### config.mk
export PLATFORM = sky130hd
export DESIGN_NAME = player_input_ctrl
export DESIGN_NICKNAME = d
export VERILOG_FILES = /design/src/rtl/player_input_ctrl_pkg.sv /design/src/rtl/player_input_ctrl_debounce.sv /design/src/rtl/player_input_ctrl.sv
export SDC_FILE = /design/constraint.sdc
export NUM_CORES = 1
export LEC_CHECK = 0
export ABC_AREA = 1
export BUFFER_PORTS_ARGS = -buffer_cell sky130_fd_sc_hd__buf_2
export CAP_MARGIN = 0
export CORE_ASPECT_RATIO = 1.75
export CORE_MARGIN = 4
export CORE_UTILIZATION = 60
export CTS_CLUSTER_SIZE = 30
export DETAILED_ROUTE_END_ITERATION = 7
export MAX_ROUTING_LAYER = met4
export PLACE_DENSITY = 0.77
export SETUP_SLACK_MARGIN = 0.3
export SYNTH_ARGS = -nofsm -noshare
export SYNTH_HDL_FRONTEND = slang
export SYNTH_SLANG_ARGS = --single-unit
### constraint.sdc
create_clock -name clk_i -period 4.6 [get_ports clk_i]
set_clock_uncertainty 0.15 [all_clocks]
set_input_delay 0.23 -clock clk_i [delete_from_list [all_inputs] [get_ports clk_i]]
set_output_delay 0.23 -clock clk_i [all_outputs]
set_load 0.01 [all_outputs]
### src/rtl/player_input_ctrl_pkg.sv
// Shared definitions for the player input conditioning block.
//   DIR_*       : bit positions inside a 4-bit move bus
//   move_t      : 4-bit direction bus (one-hot or zero once resolved)
//   resolve_dir : single-direction resolution with held-direction priority
package player_input_ctrl_pkg;

    localparam int unsigned DIR_UP    = 0;
    localparam int unsigned DIR_DOWN  = 1;
    localparam int unsigned DIR_LEFT  = 2;
    localparam int unsigned DIR_RIGHT = 3;

    localparam int unsigned NUM_PLAYERS = 2;

    typedef logic [3:0] move_t;

    // Keep the held direction while any of it is still pressed, otherwise
    // pick the lowest-numbered pressed direction (up beats down beats ...).
    function automatic move_t resolve_dir(move_t held, move_t deb);
        move_t res;
        res = '0;
        if ((held & deb) != '0) begin
            res = held;
        end else begin
            for (int i = 3; i >= 0; i--) begin
                if (deb[i]) begin
                    res = '0;
                    res[i] = 1'b1;
                end
            end
        end
        return res;
    endfunction

endpackage

### src/rtl/player_input_ctrl_debounce.sv
// button_debounce: two-flop synchroniser followed by a counter-based debouncer.
//   clk_i    : system clock
//   reset_i  : synchronous active-high reset
//   raw_i    : asynchronous raw button level
//   stable_o : debounced level
//   rise_o   : one-cycle pulse in the first cycle stable_o is high
module button_debounce #(
    parameter int unsigned DEBOUNCE_CYCLES = 250000
) (
    input  logic clk_i,
    input  logic reset_i,
    input  logic raw_i,
    output logic stable_o,
    output logic rise_o
);

    localparam int unsigned CntW = $clog2(DEBOUNCE_CYCLES + 1);

    logic            sync1_q, sync1_d;
    logic            sync2_q, sync2_d;
    logic            stable_q, stable_d;
    logic            rise_q, rise_d;
    logic [CntW-1:0] cnt_q, cnt_d;

    always_comb begin
        sync1_d  = raw_i;
        sync2_d  = sync1_q;
        stable_d = stable_q;
        rise_d   = 1'b0;
        cnt_d    = '0;  // any agreeing cycle restarts the count
        if (sync2_q != stable_q) begin
            if (cnt_q == CntW'(DEBOUNCE_CYCLES - 1)) begin
                stable_d = sync2_q;
                rise_d   = sync2_q;
            end else begin
                cnt_d = cnt_q + CntW'(1);
            end
        end
    end

    always_ff @(posedge clk_i) begin
        if (reset_i) begin
            sync1_q  <= 1'b0;
            sync2_q  <= 1'b0;
            stable_q <= 1'b0;
            rise_q   <= 1'b0;
            cnt_q    <= '0;
        end else begin
            sync1_q  <= sync1_d;
            sync2_q  <= sync2_d;
            stable_q <= stable_d;
            rise_q   <= rise_d;
            cnt_q    <= cnt_d;
        end
    end

    assign stable_o = stable_q;
    assign rise_o   = rise_q;

endmodule

### src/rtl/player_input_ctrl.sv
// player_input_ctrl: conditions raw board buttons for both tanks.
//   clk_i, reset_i        : clock, synchronous active-high reset
//   frame_tick_i          : one-cycle pulse per frame
//   p1/p2_move_raw_i      : raw direction buttons (bit0 up .. bit3 right)
//   p1/p2_shoot_raw_i     : raw fire buttons
//   player_1/2_move_o     : resolved direction, updated only after a frame tick
//   player_1/2_shoot_o    : one-cycle fire pulse, issued after a frame tick
//   shoot_ready_o         : bit n high when player n+1 has no cooldown left
module player_input_ctrl
    import player_input_ctrl_pkg::*;
#(
    parameter int unsigned DEBOUNCE_CYCLES = 250000,
    parameter int unsigned COOLDOWN_FRAMES = 30
) (
    input  logic       clk_i,
    input  logic       reset_i,
    input  logic       frame_tick_i,
    input  logic [3:0] p1_move_raw_i,
    input  logic [3:0] p2_move_raw_i,
    input  logic       p1_shoot_raw_i,
    input  logic       p2_shoot_raw_i,
    output logic [3:0] player_1_move_o,
    output logic [3:0] player_2_move_o,
    output logic       player_1_shoot_o,
    output logic       player_2_shoot_o,
    output logic [1:0] shoot_ready_o
);

    localparam int unsigned NumBtn = 10;
    localparam int unsigned CdW    = $clog2(COOLDOWN_FRAMES + 1);

    // Bits 3:0 P1 move, 7:4 P2 move, 8 P1 shoot, 9 P2 shoot.
    logic [NumBtn-1:0] raw, stable, rise;

    assign raw = {p2_shoot_raw_i, p1_shoot_raw_i, p2_move_raw_i, p1_move_raw_i};

    for (genvar b = 0; b < NumBtn; b++) begin : g_deb
        button_debounce #(
            .DEBOUNCE_CYCLES(DEBOUNCE_CYCLES)
        ) u_deb (
            .clk_i   (clk_i),
            .reset_i (reset_i),
            .raw_i   (raw[b]),
            .stable_o(stable[b]),
            .rise_o  (rise[b])
        );
    end

    // Move buttons only need the level, fire buttons only the press edge.
    logic unused_deb;
    assign unused_deb = ^{rise[7:0], stable[9:8]};

    move_t [NUM_PLAYERS-1:0]          move_q, move_d;
    logic  [NUM_PLAYERS-1:0]          pend_q, pend_d;
    logic  [NUM_PLAYERS-1:0]          shoot_q, shoot_d;
    logic  [NUM_PLAYERS-1:0][CdW-1:0] cd_q, cd_d;

    always_comb begin
        move_d  = move_q;
        pend_d  = pend_q;
        shoot_d = '0;
        cd_d    = cd_q;
        for (int p = 0; p < NUM_PLAYERS; p++) begin
            // Presses during cooldown are dropped, not queued.
            if (rise[8+p] && (cd_q[p] == '0)) begin
                pend_d[p] = 1'b1;
            end
            if (frame_tick_i) begin
                move_d[p] = resolve_dir(move_q[p], stable[p*4 +: 4]);
                // Uses the registered pending flag, so a press landing on the
                // tick cycle waits for the next tick.
                if (pend_q[p] && (cd_q[p] == '0)) begin
                    shoot_d[p] = 1'b1;
                    pend_d[p]  = 1'b0;
                    cd_d[p]    = CdW'(COOLDOWN_FRAMES);
                end else if (cd_q[p] != '0) begin
                    cd_d[p] = cd_q[p] - CdW'(1);
                end
            end
        end
    end

    always_ff @(posedge clk_i) begin
        if (reset_i) begin
            move_q  <= '0;
            pend_q  <= '0;
            shoot_q <= '0;
            cd_q    <= '0;
        end else begin
            move_q  <= move_d;
            pend_q  <= pend_d;
            shoot_q <= shoot_d;
            cd_q    <= cd_d;
        end
    end

    always_comb begin
        shoot_ready_o = '0;
        for (int p = 0; p < NUM_PLAYERS; p++) begin
            shoot_ready_o[p] = (cd_q[p] == '0);
        end
    end

    assign player_1_move_o  = move_q[0];
    assign player_2_move_o  = move_q[1];
    assign player_1_shoot_o = shoot_q[0];
    assign player_2_shoot_o = shoot_q[1];

endmodule

==> results of run 1 <==
-- power by group through the flow --
| stage | Combinational [W] | Sequential [W] | Clock [W] |
|---|---|---|---|
| after CTS | 0.000325 | 0.00211 | 0.00200 |
| after floorplan | 0.000244 | 0.00215 | 0 |
| after global placement | 0.000305 | 0.00215 | 0 |
| final | 0.000323 | 0.00211 | 0.00196 |
| after detailed placement | 0.000314 | 0.00215 | 0 |
| after global routing | 0.000372 | 0.00212 | 0.00208 |
-- metrics by stage --
| stage | total power, W | util |
|---|---|---|
| after floorplan | 0.00239 | - |
| after global placement | 0.00246 | 0.626 |
| after detailed placement | 0.00247 | 0.626 |
| after CTS | 0.00444 | 0.675 |
| after global routing | 0.00457 | 0.675 |
| final | 0.00439 | 0.675 |
-- state kept, by name (all words and copies together), names as in the netlist --
name and cells:
g_deb.u_deb.rise_o 2, pend_q 2, player_1_move_o 4, player_2_move_o 4, g_deb.u_deb.stable_o 10, shoot_q 2
g_deb.u_deb.sync2_q 10, g_deb.u_deb.sync1_q 10, cd_q 10, g_deb.u_deb.cnt_q 180
-- layout make-up --
cell class                      count  area share
Inverter                          184      0.0551
Timing Repair Buffer               35      0.0184
Tap cell                          238      0.0238
Sequential cell                   234       0.374
Multi-Input combinational cell   1237       0.466
Clock buffer                       31      0.0515
Clock inverter                     10      0.0118
-- per-layer routing --
metal	part of all wire	vias to the layer above	GRT usage
li1	-	5324	-
met1	0.41	4503	0.231
met2	0.53	168	0.429
met3	0.034	55	0.0299
met4	0.027	0	0.0782
met5	0	-	-
-- critical path: stages (launching register included) --
cell and delay, ns:
sky130_fd_sc_hd__dfxtp_1 0.35, sky130_fd_sc_hd__inv_1 0.07, sky130_fd_sc_hd__ha_1 0.23, sky130_fd_sc_hd__nand3b_1 0.12, sky130_fd_sc_hd__inv_1 0.09, sky130_fd_sc_hd__buf_2 0.16
-- worst max path at each step --
stage          slack (ns)                        to                     from  cells past startpoint
2_1_floorplan        2.99   g_deb[7].u_deb.cnt_q[9]  g_deb[7].u_deb.cnt_q[0]                      9
6_report             2.70          shoot_ready_o[0]                  cd_q[0]                      5
3_5_place_dp         2.46  g_deb[5].u_deb.cnt_q[11]                  reset_i                      6
4_1_cts              2.67          shoot_ready_o[0]                  cd_q[0]                      5
5_1_grt              2.56          shoot_ready_o[0]                  cd_q[0]                      5
3_3_place_gp         2.50   g_deb[4].u_deb.cnt_q[2]                  reset_i                      6
-- placed cells by master (no fill, tap or decap) --
| master | n |
|---|---|
| sky130_fd_sc_hd__ha_1 | 12 |
| sky130_fd_sc_hd__a21oi_2 | 2 |
| sky130_fd_sc_hd__inv_1 | 179 |
| sky130_fd_sc_hd__or2_2 | 12 |
| sky130_fd_sc_hd__inv_6 | 1 |
| sky130_fd_sc_hd__nand2_4 | 3 |
| sky130_fd_sc_hd__a211oi_1 | 1 |
| sky130_fd_sc_hd__a21oi_1 | 103 |
| sky130_fd_sc_hd__nand2_1 | 421 |
| sky130_fd_sc_hd__nand3_2 | 6 |
| sky130_fd_sc_hd__nor2b_1 | 2 |
| sky130_fd_sc_hd__nand3_4 | 1 |
| sky130_fd_sc_hd__inv_8 | 1 |
| sky130_fd_sc_hd__nand2_2 | 11 |
| sky130_fd_sc_hd__clkbuf_16 | 23 |
| sky130_fd_sc_hd__or2_0 | 13 |
| sky130_fd_sc_hd__nor3_1 | 8 |
| sky130_fd_sc_hd__nand3b_1 | 10 |
| sky130_fd_sc_hd__nor2_4 | 2 |
| sky130_fd_sc_hd__buf_2 | 24 |
| sky130_fd_sc_hd__clkbuf_8 | 4 |
| sky130_fd_sc_hd__o21ai_0 | 42 |
| sky130_fd_sc_hd__o31ai_1 | 1 |
| sky130_fd_sc_hd__nor3_2 | 3 |
| sky130_fd_sc_hd__o21bai_1 | 6 |
| sky130_fd_sc_hd__xor2_1 | 52 |
| sky130_fd_sc_hd__nor2_2 | 25 |
| sky130_fd_sc_hd__bufinv_16 | 3 |
| sky130_fd_sc_hd__clkinvlp_4 | 5 |
| sky130_fd_sc_hd__xnor2_1 | 20 |
| sky130_fd_sc_hd__clkbuf_1 | 4 |
| sky130_fd_sc_hd__nor2_1 | 354 |
| sky130_fd_sc_hd__nand3_1 | 95 |
| sky130_fd_sc_hd__dfxtp_1 | 234 |
| sky130_fd_sc_hd__inv_2 | 5 |
| sky130_fd_sc_hd__dlygate4sd3_1 | 11 |
| sky130_fd_sc_hd__nand4_1 | 32 |
-- cells by family after synthesis --
logic type,after synthesis,synth area share
xor+xnor,72,0.0555
buf+inv,202,0.0738
compound gates,155,0.0707
fa+ha+maj,12,0.0132
flops,234,0.412
simple gates,998,0.375
==> results.md, run 1 <==
- The run finished with clean final reports.
- Gates resized during post-CTS repair numbered 0.
- The worst-case clock buffer depth is 3.
- The number of enable-type register cells in the synthesized netlist is 0.
- The sequential group share of total power is 0.481.
- Sorting the synthesized cells by area gives the leading types as sky130_fd_sc_hd__dfxtp_1 41%, sky130_fd_sc_hd__nand2_1 14%, sky130_fd_sc_hd__nor2_1 12%.
- The end point of the most critical hold path is g_deb[3].u_deb.sync1_q.
- After detailed placement, the design holds a cell count of 1,917.
- The initial antenna violation count is 0.
- After detailed routing, the number of remaining DRC violations is 0.
- The internal power of the cells totals 0.00336 W.
- Of all nets on the critical path, the largest fanout is 4.
- The cell count after synthesis is 1,673.
- The endpoint identified for the worst register-to-register timing path is g_deb[2].u_deb.cnt_q[16].
- The weighted congestion reported at the end of routability-driven placement is 0.895.
- The sequential element share of the synthesized area is 0.412.
- In this run the most critical hold path is launched from reset_i.
- The standard cell core area is 18,600 sq um.
- The die width is 112 um.
- The number of vias after detailed routing is 10,100.
- The fraction of synthesis flops using an asynchronous set or reset pin is 0.
- The final sum of negative setup slack is 0 ns.
- The share of synthesized area in the top cell type comes to 0.412.
- The worst hold margin is 0.0834 ns.
- Synthesis produced a netlist with a net count of 1,698.
- The fill cell instance count of the final layout is 1,695.
- The finished layout holds 1,969 standard cells, fillers aside.
- By count the netlist is led by 421 x sky130_fd_sc_hd__nand2_1, 354 x sky130_fd_sc_hd__nor2_1, 234 x sky130_fd_sc_hd__dfxtp_1, 179 x sky130_fd_sc_hd__inv_1, 103 x sky130_fd_sc_hd__a21oi_1.
- The pre-antenna-repair detailed-routing pass consisted of 5 iterations.
- The count of H-tree levels built during CTS is 1.
- A synthesized cell averages 6.79 sq um.
- The pre-CTS setup slack is 2.46 ns.
- The kind of end point of the critical path is a primary output.
- The cell chosen for the clock root is sky130_fd_sc_hd__clkbuf_16.
- The first global-routing pass estimated 40.4 mm of wire.
- The pin count of the biggest net entering global routing is 35.
- The count of pins over their slew limit is 0.
- Based on the critical path, the design can be clocked at up to 527 MHz.
- Summing all multi-input logic gate instances after layout gives 5840 sq um.
- The post-synthesis register bit count is 234.
- The area of the die is 21,300 sq um.
- Setup violations remaining at the end of the flow were counted as 0.
- The net count of the finished layout is 1,740.
- The instance area after placement is 11,600 sq um.
- The worst path required time is 4.22 ns.
- The floorplan step set the die height to 190 um.
- The startpoint of the most critical register-to-register path is g_deb[2].u_deb.cnt_q[0].
- In the finished design, the share of the clock period the worst path needs comes to 0.413.
- The net switching share of the total power is 0.235.
- The via count of the first global-routing pass was 9,560.
- The share of total power dissipated in combinational logic is 0.074.
- Counting distinct cell types in the post-synthesis netlist gives 33.
- The cell area after synthesis is 11,400 sq um.
- Yosys instantiated no cell more often than sky130_fd_sc_hd__nand2_1.
- The floorplan has 66 rows.
- Input and output buffers added on the ports amount to 24.
- In the final routed layout, each cell accounts on average for 11.7 um.
- For this run, the total global-route usage over all layers was measured as 0.224.
- The leakage component of the power is 4.12 nW.
- The final count of hold timing violations is 0.
- The final layout contains routed wiring with a total length of 23.1 mm.
- Counting cells, the worst reg-to-reg path comes to 8.
- In the post-route analysis, the smallest setup slack over all paths is 2.70 ns.
- The TritonCTS clock tree is built.
- Detailed placement finished with a half-perimeter wire length of 16.6 mm.
- The category of the worst setup path launch point is a flop.
- The number of post-CTS setup repair buffers is 0.
- The power dissipated by switching net loads is 0.00103 W.
- The worst-case IR drop observed on VDD is 0.324 mV.
- For the pin with the worst max-slew slack, the measured transition is 0.626 ns.
- The min-delay analysis places its worst path in the category in -> reg.
- From synthesis to final layout, the design area changed by 10.3%.
- The number of violations of the max-capacitance limit is 0.
- After routing the design area is 12,500 sq um.
- The normalized max-slew margin is 0.582.
- 0 antenna diodes ended up in the layout.
- Registers take 4680 sq um.
- For the worst setup path, the data arrival time is 1.52 ns.
- In the final layout, the share of cells above drive strength 1 is 0.0757.
- The register-to-register path setup slack is 2.80 ns.
- Hold repair after CTS inserted 11 buffers.
- The synthesized design spends more area on one cell type than any other, namely sky130_fd_sc_hd__dfxtp_1.
- TritonCTS created 23 clock buffers.
- 25 I/O pins were placed.
- In the routed layout, each cell is associated on average with a via count of 5.10.
- Clock-pin slew was measured on the worst setup and hold paths at 0.06 ns.
- The clock sink count is 234.
- The critical path is of the reg -> out type.
- The clock period minus final worst setup slack is 1.90 ns.
- The initial cell density of the core is 0.612.
- The detailed router finished its first iteration with 463 violations.
- For this design the ratio of total power to cell area is 350 nW/um^2.
- The number of routed nets with antenna violations is 0.
- Setup repair after global routing left no endpoint under its margin.
- The worst hold path passes through 2 cells.
- The clock latency on the worst-skew pair is 0.50 ns.
- The share of total power dissipated in the clock network is 0.446.
- The total overflow left after global routing is 0.
- The main flop type after synthesis is sky130_fd_sc_hd__dfxtp_1.
- The count of yosys warnings during synthesis is 0.
Note: power is estimated with default switching activity, not from simulation.
==> run 2: changes to the inputs <==
- ABC_AREA: 1 -> 0
- CORE_UTILIZATION: 60 -> 56
- PLACE_DENSITY: 0.77 -> 0.75
- clock period: 4.6 -> 1.7 ns (I/O delays scaled with it)
==> results.md, run 2 <==
- The standard cell core area is 17,600 sq um.
- Summed over all layers, the global routing overflow is 0.
- The worst hold margin is 0.149 ns.
- For this design, the sink count on the clock tree is 234.
- The most frequent cell after synthesis is sky130_fd_sc_hd__dfxtp_1.
- Setup repair after global routing could not meet its margin everywhere.
- The floorplan die height is 186 um.
- The die covers 20,400 sq um.
- The initial antenna violation count is 1.
- Setup violations remaining at the end of the flow were counted as 192.
- The startpoint of the most critical register-to-register path is g_deb[4].u_deb.stable_o.
- The most common cell after layout, fill and taps aside is sky130_fd_sc_hd__buf_4.
- The number of nets in the synthesized netlist is 1,172.
- The min-delay analysis places its worst path in the category in -> reg.
- The number of routed nets with antenna violations is 0.
- The DRC violation count after routing is 0.
- The maximum vdd drop is 0.928 mV.
- The maximum clock frequency is 434 MHz.
- The slowest stage of the critical path is the sky130_fd_sc_hd__a222oi_1 cell.
- The fill cell instance count of the final layout is 608.
- Counting flops with an async set or reset pin after synthesis yields a share of 0.
- The fraction of met1 tracks used by global routing is 0.299.
- For flop-to-flop paths, the worst setup slack is -0.60 ns.
- The later pin in the worst-skew pair is clocked with a latency of 0.52 ns.
- The clock period minus final worst setup slack is 2.30 ns.
- In the synthesized netlist, the cells that appear most often are 234 x sky130_fd_sc_hd__dfxtp_1, 207 x sky130_fd_sc_hd__nor2_1, 109 x sky130_fd_sc_hd__xnor2_1, 74 x sky130_fd_sc_hd__nand3_1, 56 x sky130_fd_sc_hd__nand2_1.
- Counting along the longest clock path gives a buffer depth of 3.
- The worst setup path is launched from a flop.
- In this design, the stage delay of the slowest critical-path cell is 0.75 ns.
- The weighted congestion reported at the end of routability-driven placement is 0.850.
- The via count of the first global-routing pass is 10,600.
- The overall power is 0.0131 W.
- The pin count of the biggest net entering global routing is 18.
- Summed over all failing endpoints, the final setup total negative slack is -32.84 ns.
- Headroom to the max-slew limit came out at 0.458.
- TritonCTS built the clock tree.
- For the worst setup path, the data arrival time is 2.59 ns.
- For the worst flop-to-flop path, the logic depth is 4.
- Among all flip-flop cells after synthesis, the most frequent one is sky130_fd_sc_hd__dfxtp_1.
- The post-DP HPWL is 15.9 mm.
- Max-cap violations in this run came to 0.
- In this run, the number of DRC markers left after iteration 0 of detailed routing was 1,097.
- The count of H-tree levels built during CTS is 1.
- The area overhead of the layout relative to synthesis is 57.2%.
- The global router's overall resource usage is 0.313.
- The via-per-instance ratio is 6.51.
- The beginning of the critical path is g_deb[4].u_deb.stable_o.
- Synthesis inferred 234 register bits.
- The top-level I/O count is 25.
- The design area is 16,000 sq um.
- Port buffering added 24 buffers.
- The initial cell density of the core is 0.576.
- The cell area after synthesis is 10,200 sq um.
- The count of yosys warnings during synthesis is 0.
- Of all cell types, the one taking the most synthesized area is sky130_fd_sc_hd__dfxtp_1.
- The die width is 110 um.
- The number of enable-type register cells in the synthesized netlist is 0.
- Walking the worst path, the cells encountered are a222oi_1 > nand3_1 > or4b_1 > a21oi_1.
- The run finished, with violations left.
- The slew of the pin with the lowest slew margin is 0.813 ns.
- The top fanout value on the critical path is 2.
- The number of placement rows is 64.
- In the global route stage, met2 resource usage came out at 0.589.
- In this run the worst setup path terminates at player_2_move_o[2].
- The total power per unit cell area is 823 nW/um^2.
- The kind of end point of the critical path is a flop.
- By area the synthesized netlist is led by sky130_fd_sc_hd__dfxtp_1 46%, sky130_fd_sc_hd__xnor2_1 9.4%, sky130_fd_sc_hd__nor2_1 7.7%.
- In the post-route analysis, the smallest setup slack over all paths is -0.603 ns.
- The ratio of cells with drive above 1 in the final layout is 0.490.
- The routed design has 41.7 mm of wire.
- In the finished design, the share of the clock period the worst path needs comes to 1.35.
- The global-route layer with the greatest usage is met2.
- For this run, the post-layout net count is 1,508.
- In this run the cell area measured after placement is 12,500 sq um.
- The fraction of met3 tracks used by global routing is 0.0448.
- The cell count after synthesis is 1,147.
- In the final routed layout, each cell accounts on average for 24.1 um.
- The leakage component of the power is 5.45 nW.
- The first global-routing pass estimated 50.3 mm of wire.
- The cell chosen for the clock root is sky130_fd_sc_hd__clkbuf_16.
- The sequential element share of the synthesized area is 0.461.
- The endpoint identified for the worst register-to-register timing path is player_2_move_o[2].
- The flip-flop count of the largest register after layout is 180.
- The total CTS buffers is 21.
- The register ranked first by flip-flop count is g_deb.u_deb.cnt_q.
- The count of cell types in the netlist is 55.
- Each instance of the synthesized netlist takes up on average 8.85 sq um.
- The first detailed-routing pass ran for 6 iterations.
- The count of pins over their slew limit is 0.
- The worst path required time is 1.98 ns.
- The final count of hold timing violations is 0.
- The path type of the worst setup path is reg -> reg.
- The checks that failed: negative setup slack.
- The clock slew at the register clock pins of the worst setup and hold paths is 0.07 ns.
- The core occupancy in the finished layout is 0.906.
- The top cell types in the final layout, fill and taps aside, are 213 x sky130_fd_sc_hd__buf_4, 145 x sky130_fd_sc_hd__dfxtp_1, 109 x sky130_fd_sc_hd__xnor2_1, 108 x sky130_fd_sc_hd__nor2_2, 71 x sky130_fd_sc_hd__nor2_1.
- Of the post-synthesis cell area, the dominant cell type holds 0.461.
- Summing over every cut layer, the via total after detailed routing is 11,200.
-- run 2: cell types whose count changed in the layout (fill, tap and decap cells not counted), sizes merged, moves of 22 or more --
cell | before | now
inv | 186 | 42
nand2 | 435 | 56
buf | 24 | 312
xnor2 | 20 | 109
nor4 | 0 | 48
a21oi | 105 | 35
nand3 | 102 | 77
or2 | 25 | 3
nor2 | 381 | 207
nor3 | 11 | 35
-- run 2: power breakdown --
part	switching, W	internal [W]
clock	0.00218	0.00265
sequential	0.000110	0.00557
combinational	0.00124	0.00139
total	0.00352	0.00961
-- run 2: worst min path at each step --
| stage | from | endpoint | cells past startpoint |
|---|---|---|---|
| floorplan | p1_move_raw_i[0] | g_deb[0].u_deb.sync1_q | 1 |
| global placement | p1_move_raw_i[1] | g_deb[1].u_deb.sync1_q | 2 |
| detailed placement | p2_shoot_raw_i | g_deb[9].u_deb.sync1_q | 2 |
| CTS | p2_move_raw_i[1] | g_deb[5].u_deb.sync1_q | 3 |
| global route | reset_i | g_deb[7].u_deb.stable_o | 3 |
| finish | reset_i | g_deb[7].u_deb.stable_o | 3 |
-- run 2: final cells by class --
| type | instances | area, sq um | share of cell area |
|---|---|---|---|
| antenna | 1 | 2.50 | 0.000157 |
| tap | 231 | 289 | 0.0181 |
| multi-input combinational | 845 | 6690 | 0.419 |
| inverter | 42 | 163 | 0.0102 |
| sequential | 234 | 4840 | 0.303 |
| timing repair buffer | 339 | 3310 | 0.208 |
| clock buffer | 32 | 617 | 0.0386 |
| clock inverter | 3 | 42.5 | 0.00267 |
-- run 2: cells by family (layout without fill, tap and decap cells) --
logic type / count (synthesis) / in the layout / synth area share
adder cells (fa/ha/maj): 12 / 12 / 0.0148
AO/OA/AOI/OAI: 86 / 86 / 0.0574
AND/OR/NAND/NOR: 587 / 587 / 0.299
flip-flops: 234 / 234 / 0.461
multiplexers: 11 / 11 / 0.0108
other: 0 / 1 / 0
XOR/XNOR: 149 / 149 / 0.129
buffers and inverters: 68 / 416 / 0.0282
-- run 2: timing repair --
action                                 in CTS  in global routing
cloned                                     16                  6
gates resized for setup                   147                232
endpoints found under the hold margin      25                  0
setup endpoints to repair                 216                219
pin swaps                                  58                 62
hold buffers                               20                  0
setup buffers                              63                 30
-- run 2: critical path, delay by kind of cell (launching register included) --
kind,cells,cell delay [ns]
flip-flops,1,0.35
AND/OR/NAND/NOR,2,0.81
AO/OA/AOI/OAI,2,0.92
-- run 2: stage by stage --
step	std cells	setup slack, ns
finish	1727	-0.603
global route	1727	-0.595
CTS	1690	-0.207
detailed placement	1556	-0.0667
global placement	1556	-0.0362
floorplan	1147	-0.0930
-- run 2: layer usage --
layer	up-vias	part of all wire
met5	-	0
met1	5368	0.31
met4	0	0.093
met2	770	0.52
li1	4696	-
met3	411	0.074
==> run 3: changes to the inputs <==
- CORE_UTILIZATION: 56 -> 35
- PLACE_DENSITY: 0.75 -> 0.51
- SKIP_LAST_GASP: unset -> 1
==> results.md, run 3 (synthesized netlist as in run 2, its figures left out) <==
- The area overhead of the layout relative to synthesis is 59.2%.
- The iteration count of the initial detailed-routing pass is 5.
- For this run, the total global-route usage over all layers was measured as 0.171.
- The end point of the most critical hold path is g_deb[7].u_deb.stable_o.
- In this run the number of H-tree levels came out at 1.
- The number of cells traversed by the worst hold path is 3.
- The number of vias after detailed routing is 9,408.
- The library cell used most frequently in the layout, excluding fill and tap cells, is sky130_fd_sc_hd__buf_4.
- The delay contributed by the slowest stage of the critical path is 0.48 ns.
- The number of I/O port buffers is 24.
- Summing all non-filler instances in the final layout gives an area of 16,200 sq um.
- On the critical path the largest part of the delay comes from simple AND/OR/NAND/NOR gates.
- The count of pins over their slew limit is 0.
- CTS saw 234 sinks.
- The die covers 31,900 sq um.
- The worst-case IR drop observed on VDD is 0.819 mV.
- The tool flagged a number of max-cap violations equal to 0.
- The global-route wire length before repair is 44.2 mm.
- The slew of the pin with the lowest slew margin is 0.480 ns.
- The register ranked first by flip-flop count is g_deb.u_deb.cnt_q.
- The top-level I/O count is 25.
- The initial cell density of the core is 0.355.
- Measured against its own limit, the worst slew margin works out to 0.680.
- The final count of hold timing violations is 0.
- The post-detailed-routing wire length is 27.3 mm.
- The via count of the first global-routing pass was 9,723.
- The hold path startpoint is reset_i.
- Entering global routing, the biggest net connects 24 pins.
- TritonCTS built the clock tree.
- The congestion estimate from routability-driven global placement came to 0.803.
- Of the available clock period, the critical path in the final layout requires 1.15.
- Global routing finished with a remaining overflow of 0.
- Once detailed placement completed, the half-perimeter wirelength came to 17.4 mm.
- The worst path in the final design needs a cycle of 1.96 ns, including I/O delays and setup.
- The worst register-to-register path ends at cd_q[5].
- The total power per unit cell area is 822 nW/um^2.
- The initialized floorplan defines 82 standard-cell rows.
- The kind of end point of the critical path is a primary output.
- Data arrives at the worst endpoint at 1.73 ns.
- Setup violations remaining at the end of the flow were counted as 122.
- For flop-to-flop paths, the worst setup slack is -0.21 ns.
- The final reports fail on negative setup slack.
- The via-per-instance ratio is 4.94.
- The core region is 28,600 sq um.
- Setup repair after global routing could not meet its margin everywhere.
- The path type of the worst setup path is reg -> out.
- The worst min-delay path class is in -> reg.
- Along the worst path, the maximum fanout reaches 2.
- The area of combinational cells with multiple inputs is 6520 sq um.
- The signal on the critical path passes through inv_2 > ha_4 > or4b_4 > inv_4 > buf_6.
- Of the cells placed in the final design, the portion with a size suffix greater than 1 is 0.476.
- The cell chosen for the clock root is sky130_fd_sc_hd__clkbuf_16.
- The register with the most flip-flops in the layout has 180 of them.
- After clock tree synthesis, the clock-pin slew on the worst setup and hold paths is 0.06 ns.
- The worst register-to-register path begins at cd_q[5].
- The final sum of negative setup slack is -13.80 ns.
- The floorplan die height is 233 um.
- STA classifies the critical path startpoint as a flop.
- The total CTS buffers is 25.
- The filler cells instantiated in the layout total 2,522.
- Once placement finished, the instance area stood at 12,900 sq um.
- For this run, the post-layout net count is 1,530.
- Among all stages on the critical path, the largest delay is contributed by sky130_fd_sc_hd__or4b_4.
- The total area of sequential cells is 4830 sq um.
- No sink is reached through more buffers than the 3 on the longest clock path.
- The initial antenna violation count was 0.
- The path depth of the worst reg2reg path is 7.
- The buffer and inverter count on the worst path is 3.
- In this run, the number of DRC markers left after iteration 0 of detailed routing was 276.
- Hold is met by 0.0525 ns.
- In the layout the commonest cells are 234 x sky130_fd_sc_hd__buf_4, 144 x sky130_fd_sc_hd__dfxtp_1, 109 x sky130_fd_sc_hd__xnor2_1, 98 x sky130_fd_sc_hd__nor2_1, 90 x sky130_fd_sc_hd__nor2_2.
- The clock latency on the worst-skew pair is 0.54 ns.
- The maximum clock frequency is 509 MHz.
- In this run the static leakage power is 5.56 nW.
- The worst path required time is 1.46 ns.
- After layout, the worst setup slack is -0.263 ns.
- The run finished, with violations left.
- In the routed design, unresolved DRC markers number 0.
- The number of routed nets with antenna violations is 0.
- The wire length per cell after detailed routing is 14.3 um.
- The floorplan step set the die width to 137 um.
-- run 3: cell types whose count changed in the layout (fill, tap and decap cells not counted), moves of 3 or more --
cell	delta
sky130_fd_sc_hd__nor2_1	+27
sky130_fd_sc_hd__nor4b_1	+4
sky130_fd_sc_hd__or3_4	-3
sky130_fd_sc_hd__nor2_2	-18
sky130_fd_sc_hd__buf_16	-3
sky130_fd_sc_hd__dfxtp_4	-4
sky130_fd_sc_hd__or3_1	+3
sky130_fd_sc_hd__nor2_4	-9
sky130_fd_sc_hd__a21oi_2	-3
sky130_fd_sc_hd__clkinv_2	+4
sky130_fd_sc_hd__dlygate4sd3_1	+3
sky130_fd_sc_hd__nor4b_2	-5
sky130_fd_sc_hd__dfxtp_2	+5
sky130_fd_sc_hd__buf_4	+21
-- run 3: final cells by class --
| class | count | share of cell area |
|---|---|---|
| Multi-Input combinational cell | 845 | 0.404 |
| Sequential cell | 234 | 0.299 |
| Timing Repair Buffer | 357 | 0.206 |
| Clock buffer | 38 | 0.0461 |
| Tap cell | 378 | 0.0293 |
| Inverter | 42 | 0.0101 |
| Clock inverter | 8 | 0.00581 |
| Antenna cell | 1 | 0.000155 |
-- run 3: where the power goes --
| part | internal (W) | switching, W |
|---|---|---|
| combinational | 0.00116 | 0.000910 |
| clock | 0.00332 | 0.00224 |
| sequential | 0.00558 | 0.0000708 |
| total | 0.0101 | 0.00322 |
-- run 3: per-stage QoR --
stage	utilization	power (W)	setup WS [ns]	std cells
3_3_place_gp	0.449	0.00694	-0.0983	1733
2_1_floorplan	-	0.00653	-0.0930	1147
5_1_grt	0.564	0.0139	-0.323	1902
3_5_place_dp	0.449	0.00695	-0.0981	1733
4_1_cts	0.531	0.0131	-0.280	1874
6_report	0.565	0.0133	-0.263	1903
-- run 3: worst max path at each step --
stage	startpoint	end	cells past startpoint
after floorplan	g_deb[9].u_deb.cnt_q[1]	g_deb[9].u_deb.cnt_q[0]	6
after global placement	g_deb[3].u_deb.cnt_q[6]	g_deb[3].u_deb.stable_o	6
after detailed placement	g_deb[3].u_deb.cnt_q[6]	g_deb[3].u_deb.stable_o	6
after CTS	cd_q[6]	shoot_ready_o[1]	5
after global routing	cd_q[5]	shoot_ready_o[1]	5
final	cd_q[5]	shoot_ready_o[1]	5
-- run 3: tightest hold or removal path, cell delays in order --
cell and delay, ns:
sky130_fd_sc_hd__buf_2 0.14, sky130_fd_sc_hd__dlymetal6s2s_1 0.30, sky130_fd_sc_hd__a21oi_2 0.16
-- run 3: what timing repair did --
action                                 4_1_cts  5_1_grt
gates resized for setup                    137      199
cloned                                      13        4
pin swaps                                   67       58
buffers inserted                            59       24
endpoints found under the hold margin       39        0
hold buffers                                23        0
setup endpoints to repair                  214      225
-- run 3: routing by layer --
metal  wire length (um)  up-vias  GRT usage
met5                  0        -          -
met4                828        0     0.0618
met3                734       68     0.0196
met2              15400      111      0.337
met1              10300     4491      0.169
li1                   -     4738          -
